--- src/rtl/openddr_apb_master.sv ---
// APB requester for the OpenDDR configuration space: converts single valid/ready
// register commands into APB SETUP/ACCESS transfers with a hung-slave timeout.
module openddr_apb_master #(
  parameter int unsigned ADDR_W  = 10,
  parameter int unsigned DATA_W  = 32,
  parameter int unsigned TIMEOUT = 16
) (
  input  logic              clk,
  input  logic              rst_n,
  input  logic              cmd_valid,
  output logic              cmd_ready,
  input  logic              cmd_write,
  input  logic [ADDR_W-1:0] cmd_addr,
  input  logic [DATA_W-1:0] cmd_wdata,
  output logic              rsp_valid,
  input  logic              rsp_ready,
  output logic [DATA_W-1:0] rsp_rdata,
  output logic              rsp_err,
  output logic              rsp_timeout,
  output logic              psel,
  output logic              penable,
  output logic              pwrite,
  output logic [ADDR_W-1:0] paddr,
  output logic [DATA_W-1:0] pwdata,
  input  logic [DATA_W-1:0] prdata,
  input  logic              pready,
  input  logic              pslverr
);

  localparam int unsigned CNT_W = (TIMEOUT > 1) ? $clog2(TIMEOUT + 1) : 1;
  localparam logic [CNT_W-1:0] CNT_LAST = CNT_W'((TIMEOUT == 0) ? 32'd0 : TIMEOUT - 32'd1);
  localparam bit TIMEOUT_EN = (TIMEOUT != 0);

  typedef enum logic [1:0] {
    IDLE   = 2'd0,
    SETUP  = 2'd1,
    ACCESS = 2'd2,
    RESP   = 2'd3
  } state_t;

  state_t            state_q, state_d;
  logic              cmd_ready_q, cmd_ready_d;
  logic              psel_q, psel_d;
  logic              penable_q, penable_d;
  logic              pwrite_q, pwrite_d;
  logic [ADDR_W-1:0] paddr_q, paddr_d;
  logic [DATA_W-1:0] pwdata_q, pwdata_d;
  logic              rsp_valid_q, rsp_valid_d;
  logic [DATA_W-1:0] rsp_rdata_q, rsp_rdata_d;
  logic              rsp_err_q, rsp_err_d;
  logic              rsp_timeout_q, rsp_timeout_d;
  logic [CNT_W-1:0]  cnt_q, cnt_d;

  // State and output registers; reset drops the APB strobes and any pending response
  always_ff @(posedge clk or negedge rst_n) begin
    if (!rst_n) begin
      state_q       <= IDLE;
      cmd_ready_q   <= 1'b0;
      psel_q        <= 1'b0;
      penable_q     <= 1'b0;
      pwrite_q      <= 1'b0;
      paddr_q       <= '0;
      pwdata_q      <= '0;
      rsp_valid_q   <= 1'b0;
      rsp_rdata_q   <= '0;
      rsp_err_q     <= 1'b0;
      rsp_timeout_q <= 1'b0;
      cnt_q         <= '0;
    end else begin
      state_q       <= state_d;
      cmd_ready_q   <= cmd_ready_d;
      psel_q        <= psel_d;
      penable_q     <= penable_d;
      pwrite_q      <= pwrite_d;
      paddr_q       <= paddr_d;
      pwdata_q      <= pwdata_d;
      rsp_valid_q   <= rsp_valid_d;
      rsp_rdata_q   <= rsp_rdata_d;
      rsp_err_q     <= rsp_err_d;
      rsp_timeout_q <= rsp_timeout_d;
      cnt_q         <= cnt_d;
    end
  end

  // Next-state and next-output logic
  always_comb begin
    state_d       = state_q;
    cmd_ready_d   = cmd_ready_q;
    psel_d        = psel_q;
    penable_d     = penable_q;
    pwrite_d      = pwrite_q;
    paddr_d       = paddr_q;
    pwdata_d      = pwdata_q;
    rsp_valid_d   = rsp_valid_q;
    rsp_rdata_d   = rsp_rdata_q;
    rsp_err_d     = rsp_err_q;
    rsp_timeout_d = rsp_timeout_q;
    cnt_d         = cnt_q;

    case (state_q)
      IDLE: begin
        cmd_ready_d = 1'b1;
        psel_d      = 1'b0;
        penable_d   = 1'b0;
        if (cmd_valid && cmd_ready_q) begin
          cmd_ready_d = 1'b0;
          if (cmd_addr[1:0] != 2'b00) begin
            // Misaligned: answer with an error without touching the bus
            state_d       = RESP;
            rsp_valid_d   = 1'b1;
            rsp_err_d     = 1'b1;
            rsp_timeout_d = 1'b0;
            rsp_rdata_d   = '0;
          end else begin
            state_d  = SETUP;
            psel_d   = 1'b1;
            pwrite_d = cmd_write;
            paddr_d  = cmd_addr;
            pwdata_d = cmd_write ? cmd_wdata : '0;
          end
        end
      end
      SETUP: begin
        state_d   = ACCESS;
        penable_d = 1'b1;
        cnt_d     = '0;
      end
      ACCESS: begin
        if (pready) begin
          state_d       = RESP;
          psel_d        = 1'b0;
          penable_d     = 1'b0;
          rsp_valid_d   = 1'b1;
          rsp_err_d     = pslverr;
          rsp_timeout_d = 1'b0;
          rsp_rdata_d   = (!pwrite_q && !pslverr) ? prdata : '0;
        end else if (TIMEOUT_EN && (cnt_q == CNT_LAST)) begin
          state_d       = RESP;
          psel_d        = 1'b0;
          penable_d     = 1'b0;
          rsp_valid_d   = 1'b1;
          rsp_err_d     = 1'b1;
          rsp_timeout_d = 1'b1;
          rsp_rdata_d   = '0;
        end else begin
          cnt_d = cnt_q + CNT_W'(1);
        end
      end
      RESP: begin
        if (rsp_ready) begin
          state_d     = IDLE;
          rsp_valid_d = 1'b0;
          cmd_ready_d = 1'b1;
        end
      end
      default: begin
        state_d = IDLE;
      end
    endcase
  end

  assign cmd_ready   = cmd_ready_q;
  assign psel        = psel_q;
  assign penable     = penable_q;
  assign pwrite      = pwrite_q;
  assign paddr       = paddr_q;
  assign pwdata      = pwdata_q;
  assign rsp_valid   = rsp_valid_q;
  assign rsp_rdata   = rsp_rdata_q;
  assign rsp_err     = rsp_err_q;
  assign rsp_timeout = rsp_timeout_q;

endmodule

--- config.mk ---
export PLATFORM = sky130hd
export DESIGN_NAME = openddr_apb_master
export DESIGN_NICKNAME = d
export VERILOG_FILES = /design/src/rtl/openddr_apb_master.sv
export SDC_FILE = /design/constraint.sdc
export NUM_CORES = 1
export LEC_CHECK = 0
export ABC_CLOCK_PERIOD_IN_PS = 2710
export BUFFER_PORTS_ARGS = -buffer_cell sky130_fd_sc_hd__buf_2
export CELL_PAD_IN_SITES_DETAIL_PLACEMENT = 1
export CELL_PAD_IN_SITES_GLOBAL_PLACEMENT = 2
export CORE_AREA = 2 2 87 172
export CTS_CLUSTER_DIAMETER = 200
export DETAILED_ROUTE_END_ITERATION = 12
export DIE_AREA = 0 0 89 174
export GPL_TIMING_DRIVEN = 0
export PLACE_DENSITY = 0.86
export SETUP_SLACK_MARGIN = 0.2
export SLEW_MARGIN = 20
export SYNTH_ARGS = -nofsm -noshare
export SYNTH_HDL_FRONTEND = slang
export SYNTH_SLANG_ARGS = --single-unit
--- constraint.sdc ---
create_clock -name clk -period 2.71 [get_ports clk]
set_input_delay 0.4065 -clock clk [delete_from_list [all_inputs] [get_ports clk]]
set_output_delay 0.4065 -clock clk [all_outputs]
set_load 0.02 [all_outputs]
==> results of run 1 <==
-- path summary, 6_finish.rpt --
| path | start | endpoint | slack [ps] | cells past startpoint |
|---|---|---|---|---|
| worst max-delay path | cnt_q[0] | rsp_rdata[15] | 430 | 7 |
| worst min-delay path | cmd_addr[9] | paddr[9] | 290 | 2 |
| worst max register to register | cnt_q[0] | rsp_rdata[15] | 430 | 7 |
| worst min register to register | paddr[9] | paddr[9] | 490 | 1 |
| min in group asynchronous | rst_n | rsp_rdata[0] | 550 | 2 |
| max in group asynchronous | rst_n | rsp_rdata[22] | 1560 | 3 |
-- flip-flops by register name (all words and copies together), names as in the netlist --
signal       count
rsp_timeout      1
paddr           10
rsp_rdata       32
penable          1
rsp_valid        1
state_q          2
pwdata          32
cnt_q            5
psel             1
cmd_ready        1
pwrite           1
rsp_err          1
-- cells in the mapped netlist (all sizes together) (3+ instances only) --
cell	instances	area, sq um
buf	11	102.6
clkbuf	15	56.30
dfrtp	88	2202
ha	6	75.07
inv	37	138.9
mux2	11	153.9
mux2i	36	360.4
nand2	66	247.7
nand2b	3	18.77
nand3	3	15.01
nor2	3	11.26
nor3b	4	41.29
o21ai	70	350.3
-- through the flow --
stage	cells	total power (W)	worst slack (ps)	hold WS (ps)	area, sq um
CTS	749	0.005804	386.2	273.8	5361
global route	750	0.006090	272.4	283.3	5364
detailed placement	734	0.004574	410.0	352.1	5075
floorplan	381	0.003686	783.6	110.9	4000
finish	750	0.005702	427.4	287.2	5364
global placement	733	0.004454	381.2	472.3	5041
-- cell families (layout without fill, tap and decap cells) --
group | count (synthesis) | count (layout)
buffers and inverters | 63 | 239
and+or+nand+nor | 92 | 92
AOI/OAI and AO/OA | 83 | 83
DFF | 88 | 88
adders and majority gates | 6 | 6
muxes | 47 | 47
other | 0 | 1
xor gates and xnor gates | 2 | 2
-- layer usage --
metal  wire [um]  vias to the layer above  part of all wire, %  track usage, %
met2        6579                      108                   56           29.35
met4         187                        0                  1.6           4.851
met5           0                        -                    0               0
li1            -                     1606                    -               -
met3         586                       14                  5.0           3.419
met1        4380                     1669                   37           16.12
-- cell usage in the layout, fill, tap and decap left out, types with 3 or more instances in the layout --
cell type / synthesis / routed
buf_6: 2 / 3
inv_1: 37 / 37
buf_2: 4 / 163
nor2_1: 3 / 3
nand3_1: 3 / 3
mux2i_1: 36 / 36
o21ai_1: 12 / 12
mux2_4: 8 / 8
buf_8: 3 / 3
o21ai_0: 58 / 58
dfrtp_1: 88 / 88
nand2b_1: 3 / 3
nor3b_1: 3 / 3
clkbuf_1: 15 / 16
nand2_1: 66 / 66
ha_1: 6 / 6
clkbuf_16: 0 / 9
-- layout make-up --
type	count	area share (%)
Antenna cell	1	0.04665
Clock buffer	10	4.269
Buffer	26	2.962
Timing Repair Buffer	162	15.75
Clock inverter	4	0.8864
Multi-Input combinational cell	230	27.97
Inverter	37	2.589
Tap cell	192	4.479
Sequential cell	88	41.05
-- power by group through the flow --
stage | Clock, W | Combinational, W | Sequential, W
6_report | 0.00120 | 0.00248 | 0.00202
5_1_grt | 0.00130 | 0.00271 | 0.00208
4_1_cts | 0.00124 | 0.00253 | 0.00203
3_5_place_dp | 0 | 0.00252 | 0.00205
3_3_place_gp | 0 | 0.00244 | 0.00202
2_1_floorplan | 0 | 0.00117 | 0.00252
==> flow_summary.json, run 1 <==
{
  "status": "completed",
  "cp_slowest_cell": "a211oi_4",
  "synth_nets": 468,
  "critPathMaxFanout": 10,
  "core_area_sq_um": 14270,
  "viasPerCell": 4.529,
  "clk_latency_ps": 340,
  "power_density_nw_per_um2": 1063,
  "synthCells": 381,
  "cellLeakagePower_nw": 2.736,
  "cts_tree": "built",
  "power.switching_w": 0.002248,
  "cts_root_buf": "clkbuf_16",
  "rows": 62,
  "nNetsFinal": 641,
  "rsz0062_at_grt": "no",
  "area_delta_synth_final_pct": 34.09,
  "initial_utilization_pct": 28.02,
  "num_vias": 3397,
  "utilization_pct": 37.58,
  "cp_slowest_stage_delay_ps": 560,
  "crit_required_ps": 2960,
  "endpoint_kind": "flip-flop",
  "grt.overflow.total": 0,
  "clk_pin_slew_ps": 60,
  "hold_viol": 0,
  "cts_resized": 0,
  "hold_class": "in -> reg",
  "async_reset_ff_share_pct": 100.0,
  "cts_sinks": 88,
  "max_freq_mhz": 438.1,
  "pwr-share-clk_pct": 21.1,
  "drv_cap": 0,
  "cts-hold-fix-buffers": 1,
  "synth-adder-area-share_pct": 1.877,
  "io_pins": 162,
  "die_h_um": 174,
  "regArea_sq_um": 2202,
  "grt_pass1_wl_um": 18650,
  "multiInputGateArea_sq_um": 1500,
  "pwr-share-comb_pct": 43.5,
  "die_area_sq_um": 15490,
  "grt_start_max_net_pins": 50,
  "yosys_register_bits": 88,
  "synth_ff_type": "dfrtp_1",
  "synth-xor-area-share_pct": 0.4379,
  "numCtsBuffers": 9,
  "antenna_found_initial": 1,
  "drtAntennaViolNets": 0,
  "nFillCells": 1732,
  "yosys_warnings": 0,
  "relSlewSlack_pct": 58.01,
  "place_hpwl_um": 9318,
  "synth-edff-count": 0,
  "crit_chain": "ha_1 -> and3_1 -> ha_1 -> nor3b_4 -> a211oi_4 -> buf_8 -> mux2i_1",
  "startpoint_type": "flip-flop",
  "synth.yosys.seq_area_share_pct": 55.05,
  "switching_share_pct": 39.42,
  "grt_pass1_vias": 3795,
  "cp_common_cell": "ha_1",
  "drive_above_1_share_pct": 35.19,
  "critPathBufInv": 1,
  "syn_avg_cell_area_sq_um": 10.50,
  "grt.total_usage_pct": 15.46,
  "htreeDepth": 3,
  "synth_top_family_by_area": "multiplexers",
  "slew_viol_final": 0,
  "worst_slew_pin_slew_ps": 613.9,
  "setup_viol": 0,
  "fp.dieW_um": 89,
  "fin_crit_sh_pct": 84.23,
  "synth-simple-area-share_pct": 10.63,
  "fin_setup_tns_ps": 0,
  "globalplace.congestion": 0.7107,
  "synth-compound-area-share_pct": 11.70,
  "synth_cell_type_count": 41,
  "vdd_drop_max_mv": 0.3645,
  "synth_mux_area_share_pct": 12.86,
  "synthesis.area_sq_um": 4000,
  "drc": 0,
  "wl_per_cell_um": 15.64,
  "crit_arrival_ps": 2530,
  "wirelength_um": 11730,
  "min_period_ps": 2283,
  "cpLargestDelayFamily": "compound AO/OA/AOI/OAI gates",
  "drtIter0Drc": 65,
  "criticalPathCategory": "reg -> reg",
  "cts_setup_buffers": 0,
  "p_int_w": 0.003454,
  "cts_buffer_depth": 2,
  "clock-skew-final_ps": 8.001,
  "drt-pass1-iter-count": 4,
  "portBuffers": 160,
  "pwr-share-seq_pct": 35.4
}
Power figures use the tool's default switching activity.
==> run 2, diff against run 1 <==
--- a/config.mk
+++ b/config.mk
@@ -5,7 +5,7 @@
 export SDC_FILE = /design/constraint.sdc
 export NUM_CORES = 1
 export LEC_CHECK = 0
-export ABC_CLOCK_PERIOD_IN_PS = 2710
+export ABC_CLOCK_PERIOD_IN_PS = 2200
 export BUFFER_PORTS_ARGS = -buffer_cell sky130_fd_sc_hd__buf_2
 export CELL_PAD_IN_SITES_DETAIL_PLACEMENT = 1
 export CELL_PAD_IN_SITES_GLOBAL_PLACEMENT = 2
==> constraint.sdc (replaced) <==
create_clock -name clk -period 2.2 [get_ports clk]
set_input_delay 0.33 -clock clk [delete_from_list [all_inputs] [get_ports clk]]
set_output_delay 0.33 -clock clk [all_outputs]
set_load 0.02 [all_outputs]
==> flow_summary.json, run 2 (synthesized netlist as in run 1, its figures left out) <==
{
  "grt.overflow.total": 0,
  "rows": 62,
  "globalplace.congestion": 0.7107,
  "die_area_sq_um": 15490,
  "rsz0062_at_grt": "no",
  "drt-pass1-iter-count": 4,
  "viasPerCell": 4.523,
  "numCtsBuffers": 9,
  "criticalPathCategory": "reg -> reg",
  "fin_crit_sh_pct": 87.21,
  "hold_viol": 0,
  "layout_commonest_cell": "buf_2",
  "slew_viol_final": 0,
  "clk_pin_slew_ps": 60,
  "crit_arrival_ps": 2140,
  "cts_tree": "built",
  "portBuffers": 160,
  "nNetsFinal": 650,
  "cts_sinks": 88,
  "startpoint_type": "flip-flop",
  "power.total_w": 0.007272,
  "critPathMaxFanout": 10,
  "clock-skew-final_ps": 8.214,
  "worst_slew_pin_slew_ps": 498.0,
  "area_delta_synth_final_pct": 37.69,
  "min_period_ps": 1919,
  "endpoint_kind": "flip-flop",
  "antenna_found_initial": 1,
  "crit_required_ps": 2420,
  "drv_cap": 0,
  "die_h_um": 174,
  "grt_pass1_vias": 3823,
  "initial_utilization_pct": 28.02,
  "r2r_end": "rsp_rdata[22]",
  "grt_pass1_wl_um": 18800,
  "clk_latency_ps": 340,
  "drtAntennaViolNets": 0,
  "power_density_nw_per_um2": 1320,
  "rr_worst_depth": 8,
  "placed_area_sq_um": 5075,
  "wirelength_um": 11940,
  "final_area_sq_um": 5508,
  "drive_above_1_share_pct": 38.16,
  "hold_depth": 2,
  "num_vias": 3433,
  "place_hpwl_um": 9318,
  "cellLeakagePower_nw": 2.789,
  "r2r_setup_slack_ps": 280,
  "vdd_drop_max_mv": 0.5275,
  "fp.dieW_um": 89,
  "r2r_start": "cnt_q[0]",
  "drtIter0Drc": 78,
  "cts_root_buf": "clkbuf_16",
  "grt.total_usage_pct": 15.60,
  "cp-startpoint": "cnt_q[0]",
  "relSlewSlack_pct": 66.72,
  "utilization_pct": 38.59,
  "cts_buffer_depth": 2,
  "cp-endpoint": "rsp_rdata[22]",
  "drc": 0,
  "status": "completed",
  "grt_start_max_net_pins": 50,
  "wl_per_cell_um": 15.74,
  "io_pins": 162,
  "fin_setup_tns_ps": 0,
  "setup_viol": 0,
  "core_area_sq_um": 14270,
  "hold_class": "in -> reg",
  "htreeDepth": 3,
  "max_freq_mhz": 521.2,
  "layout_common_cells": "161 x buf_2, 87 x dfrtp_1, 66 x nand2_1, 58 x o21ai_0, 37 x inv_1"
}
-- run 2: cell types whose count changed in the layout (fill, tap and decap cells not counted), sizes merged --
cell,before,now
buf,172,179
clkbuf,25,27
-- run 2: final cells by class --
type                    count  area (sq um)
repair buffers            171         924.6
inverters                  37         138.9
clock inverters             4         47.55
flip-flops and latches     88          2203
diodes                      1         2.502
well taps                 192         240.2
fillers                  1720          8766
multi-input cells         230          1551
plain buffers              26         170.2
clock buffers              10         229.0
-- run 2: through the flow --
| step | worst slack (ps) | hold WS (ps) | std cells |
|---|---|---|---|
| after floorplan | 273.6 | 34.41 | 381 |
| after global placement | -52.32 | 472.3 | 733 |
| after detailed placement | -99.99 | 275.6 | 734 |
| after CTS | 175.1 | 197.3 | 754 |
| after global routing | 207.3 | 206.8 | 759 |
| final | 281.4 | 207.1 | 759 |
-- run 2: timing repair --
action / 4_1_cts / 5_1_grt
resized for setup: 4 / 14
pin swaps: 2 / 1
hold endpoints to repair: 39 / 0
buffers inserted: 5 / 4
setup endpoints to repair: 65 / 58
hold buffers: 1 / 0
-- run 2: worst min-delay path by stage --
stage,start,endpoint
3_5_place_dp,rst_n,rsp_rdata[29]
6_report,cmd_addr[9],paddr[9]
5_1_grt,cmd_addr[3],paddr[3]
4_1_cts,cmd_addr[9],paddr[9]
3_3_place_gp,paddr[9],paddr[9]
2_1_floorplan,rst_n,cmd_ready
-- run 2: worst max-delay path, stage by stage (launching register included) --
cell      delay, ps
dfrtp_1         400
ha_1            230
and3_4          190
ha_4            170
nor3b_4         270
a211oi_4         70
buf_12          160
buf_8           150
mux2i_2         150
-- run 2: report_power, final --
group          internal [W]  switching, W
combinational       0.00141       0.00190
clock              0.000864      0.000623
sequential          0.00216      0.000319
-- run 2: layer usage --
metal | share of wire [%] | vias up | GRT usage (%) | wire length (um)
li1 | - | 1621 | - | -
met1 | 37 | 1686 | 16.12 | 4413
met5 | 0 | - | 0 | 0
met2 | 56 | 113 | 29.82 | 6734
met3 | 4.9 | 13 | 3.419 | 582
met4 | 1.8 | 0 | 4.851 | 213
==> run 3, diff against run 2 <==
--- a/config.mk
+++ b/config.mk
@@ -5,16 +5,17 @@
 export SDC_FILE = /design/constraint.sdc
 export NUM_CORES = 1
 export LEC_CHECK = 0
+export ABC_AREA = 1
 export ABC_CLOCK_PERIOD_IN_PS = 2200
 export BUFFER_PORTS_ARGS = -buffer_cell sky130_fd_sc_hd__buf_2
 export CELL_PAD_IN_SITES_DETAIL_PLACEMENT = 1
 export CELL_PAD_IN_SITES_GLOBAL_PLACEMENT = 2
-export CORE_AREA = 2 2 87 172
+export CORE_AREA = 2 2 91 180
 export CTS_CLUSTER_DIAMETER = 200
 export DETAILED_ROUTE_END_ITERATION = 12
-export DIE_AREA = 0 0 89 174
+export DIE_AREA = 0 0 93 182
 export GPL_TIMING_DRIVEN = 0
-export PLACE_DENSITY = 0.86
+export PLACE_DENSITY = 0.84
 export SETUP_SLACK_MARGIN = 0.2
 export SLEW_MARGIN = 20
 export SYNTH_ARGS = -nofsm -noshare
==> flow_summary.json, run 3 <==
{
  "crit_arrival_ps": 2100,
  "io_pins": 162,
  "pwr-share-seq_pct": 36.0,
  "yosys_register_bits": 88,
  "globalplace.congestion": 0.6911,
  "pre_cts_ws_ps": 316.1,
  "grt_pass1_wl_um": 19220,
  "layout_common_cells": "212 x nand2_1, 162 x buf_2, 88 x dfrtp_1, 49 x inv_1, 45 x nor2_1",
  "synth_cell_type_count": 24,
  "wl_met3_um": 1065,
  "grt_start_max_net_pins": 50,
  "wl_per_cell_um": 13.44,
  "switching_share_pct": 42.11,
  "slew_viol_final": 0,
  "synthesis.area_sq_um": 3951,
  "synth_nets": 570,
  "hold_class": "in -> reg",
  "setup_viol": 0,
  "yosysMostFrequentCell": "nand2_1",
  "area_delta_synth_final_pct": 35.21,
  "critPathBufInv": 1,
  "synth-edff-count": 0,
  "routed-wl-met2_um": 5119,
  "initial_utilization_pct": 25.30,
  "finalWorstSetupSlack_ps": 385.5,
  "cts_tree": "built",
  "portBuffers": 160,
  "cellLeakagePower_nw": 3.289,
  "relSlewSlack_pct": 66.20,
  "drt-pass1-iter-count": 4,
  "synth.yosys.seq_area_share_pct": 55.73,
  "status": "completed",
  "critPathMaxFanout": 10,
  "drive_above_1_share_pct": 31.52,
  "fin_crit_sh_pct": 82.48,
  "antenna_cells": 0,
  "min_period_ps": 1815,
  "rsz0062_at_grt": "no",
  "highest_layer": "met4",
  "pwr-share-clk_pct": 21.7,
  "yosys_warnings": 0,
  "fp.dieW_um": 93,
  "yosys.area.top_type": "dfrtp_1",
  "drc": 0,
  "htreeDepth": 3,
  "cp_slowest_cell": "dfrtp_1",
  "rows": 65,
  "endpoint_kind": "flip-flop",
  "hold_ws_ps": 192.9,
  "crit_required_ps": 2480,
  "cp_slowest_stage_delay_ps": 410,
  "netlist.area_leader.share_pct": 55.73,
  "wirelength_um": 11610,
  "grt.total_usage_pct": 14.07,
  "drv_cap": 0,
  "power.switching_w": 0.002792,
  "clock-skew-final_ps": 5.976,
  "antenna_found_initial": 0,
  "place_hpwl_um": 8788,
  "grt_pass1_vias": 3771,
  "cts_root_buf": "clkbuf_16",
  "viasPerCell": 4.200,
  "hold_viol": 0,
  "numCtsBuffers": 9,
  "core_area_sq_um": 15620,
  "die_area_sq_um": 16930,
  "p_int_w": 0.003839,
  "num_vias": 3629,
  "cpLargestDelayFamily": "simple AND/OR/NAND/NOR gates",
  "cts_buffer_depth": 2,
  "fin_setup_tns_ps": 0,
  "criticalPathCategory": "reg -> reg",
  "synth_area_leaders": "dfrtp_1 56%, nand2_1 20%, inv_1 4.7%",
  "clk_latency_ps": 340,
  "startpoint_type": "flip-flop",
  "drtAntennaViolNets": 0,
  "layout_commonest_cell": "nand2_1",
  "pwr-share-comb_pct": 42.3,
  "grt.overflow.total": 0,
  "utilization_pct": 34.21,
  "synthCells": 483,
  "nNetsFinal": 745,
  "clk_pin_slew_ps": 70,
  "cts_sinks": 88,
  "vdd_drop_max_mv": 0.5216,
  "max_freq_mhz": 551.1,
  "crit_chain": "ha_1 -> nand2_1 -> nor2_1 -> ha_1 -> nor2_1 -> nand2_2 -> nand4_4 -> buf_2 -> nand2_1 -> nand2_1",
  "worst_slew_pin_slew_ps": 507.0,
  "cp_common_cell": "nand2_1",
  "m1WireLength_um": 5312,
  "syn_avg_cell_area_sq_um": 8.181,
  "async_reset_ff_share_pct": 100.0,
  "power.total_w": 0.006631,
  "power_density_nw_per_um2": 1241,
  "synth_ff_type": "dfrtp_1",
  "drtIter0Drc": 77,
  "yosys-top-cells-count": "212 x nand2_1, 88 x dfrtp_1, 49 x inv_1",
  "die_h_um": 182
}
## run 3: cell types whose count changed after synthesis, moves of 8 or more
cell,previous run,this run
clkbuf_1,15,4
nor2_1,3,45
nand2_1,66,212
inv_1,37,49
mux2i_1,36,0
o21ai_0,58,7
nand3_1,3,36
mux2_4,8,0
o21ai_1,12,0
## run 3: kinds of logic (layout without fill, tap and decap cells)
group                    count (synthesis)  count (layout)  synth area share (%)
buffers and inverters                   72             252                 8.740
AND/OR/NAND/NOR                        304             304                 31.79
AO/OA/AOI/OAI                           13              13                 1.837
flip-flops                              88              88                 55.73
adder cells (fa/ha/maj)                  6               6                 1.900
## run 3: layout make-up
cell class	count	area [sq um]
Fill cell	1968	10270
Sequential cell	88	2202
Multi-Input combinational cell	323	1404
Timing Repair Buffer	164	859.6
Tap cell	201	251.5
Clock buffer	10	229.0
Inverter	51	191.4
Buffer	21	160.2
Clock inverter	6	45.04
## run 3: layer usage
layer	GRT usage, %	up-vias
li1	-	1797
met4	3.706	0
met5	0	-
met3	4.315	9
met2	22.23	145
met1	18.71	1678
## run 3: final timing paths
path	from	to	slack (ps)	depth (start not counted)
worst max register to register	cnt_q[0]	rsp_rdata[1]	390	10
worst min register to register	rsp_rdata[5]	rsp_rdata[5]	470	2
worst max-delay path	cnt_q[0]	rsp_rdata[1]	390	10
worst min-delay path	cmd_addr[3]	paddr[3]	190	3
max in group asynchronous	rst_n	rsp_rdata[15]	1120	3
min in group asynchronous	rst_n	paddr[0]	500	2
## run 3: repair_timing
action                                  4_1_cts  5_1_grt
resized for setup                             0        4
hold buffers                                  1        0
endpoints found under the hold margin        48        0
setup buffers                                 0        2
endpoints found under the setup margin        0       30
## run 3: stage by stage
step,std cells,area (sq um)
final,864,5343
after global routing,864,5343
after CTS,862,5321
after detailed placement,845,5037
after global placement,844,5004
after floorplan,483,3951
## run 3: power by group through the flow
stage | logic, W | clock network [W] | registers (W)
CTS | 0.00284 | 0.00151 | 0.00239
detailed placement | 0.00283 | 0 | 0.00242
floorplan | 0.00126 | 0 | 0.00296
finish | 0.00281 | 0.00144 | 0.00239
global placement | 0.00277 | 0 | 0.00240
global route | 0.00313 | 0.00156 | 0.00245
## run 3: worst reg2reg max path, delay by kind of cell, from the launching register on
kind / cells / cell delay, ps
AND/OR/NAND/NOR: 7 / 680
adder cells (fa/ha/maj): 2 / 410
flip-flops: 1 / 410
buffers and inverters: 1 / 250
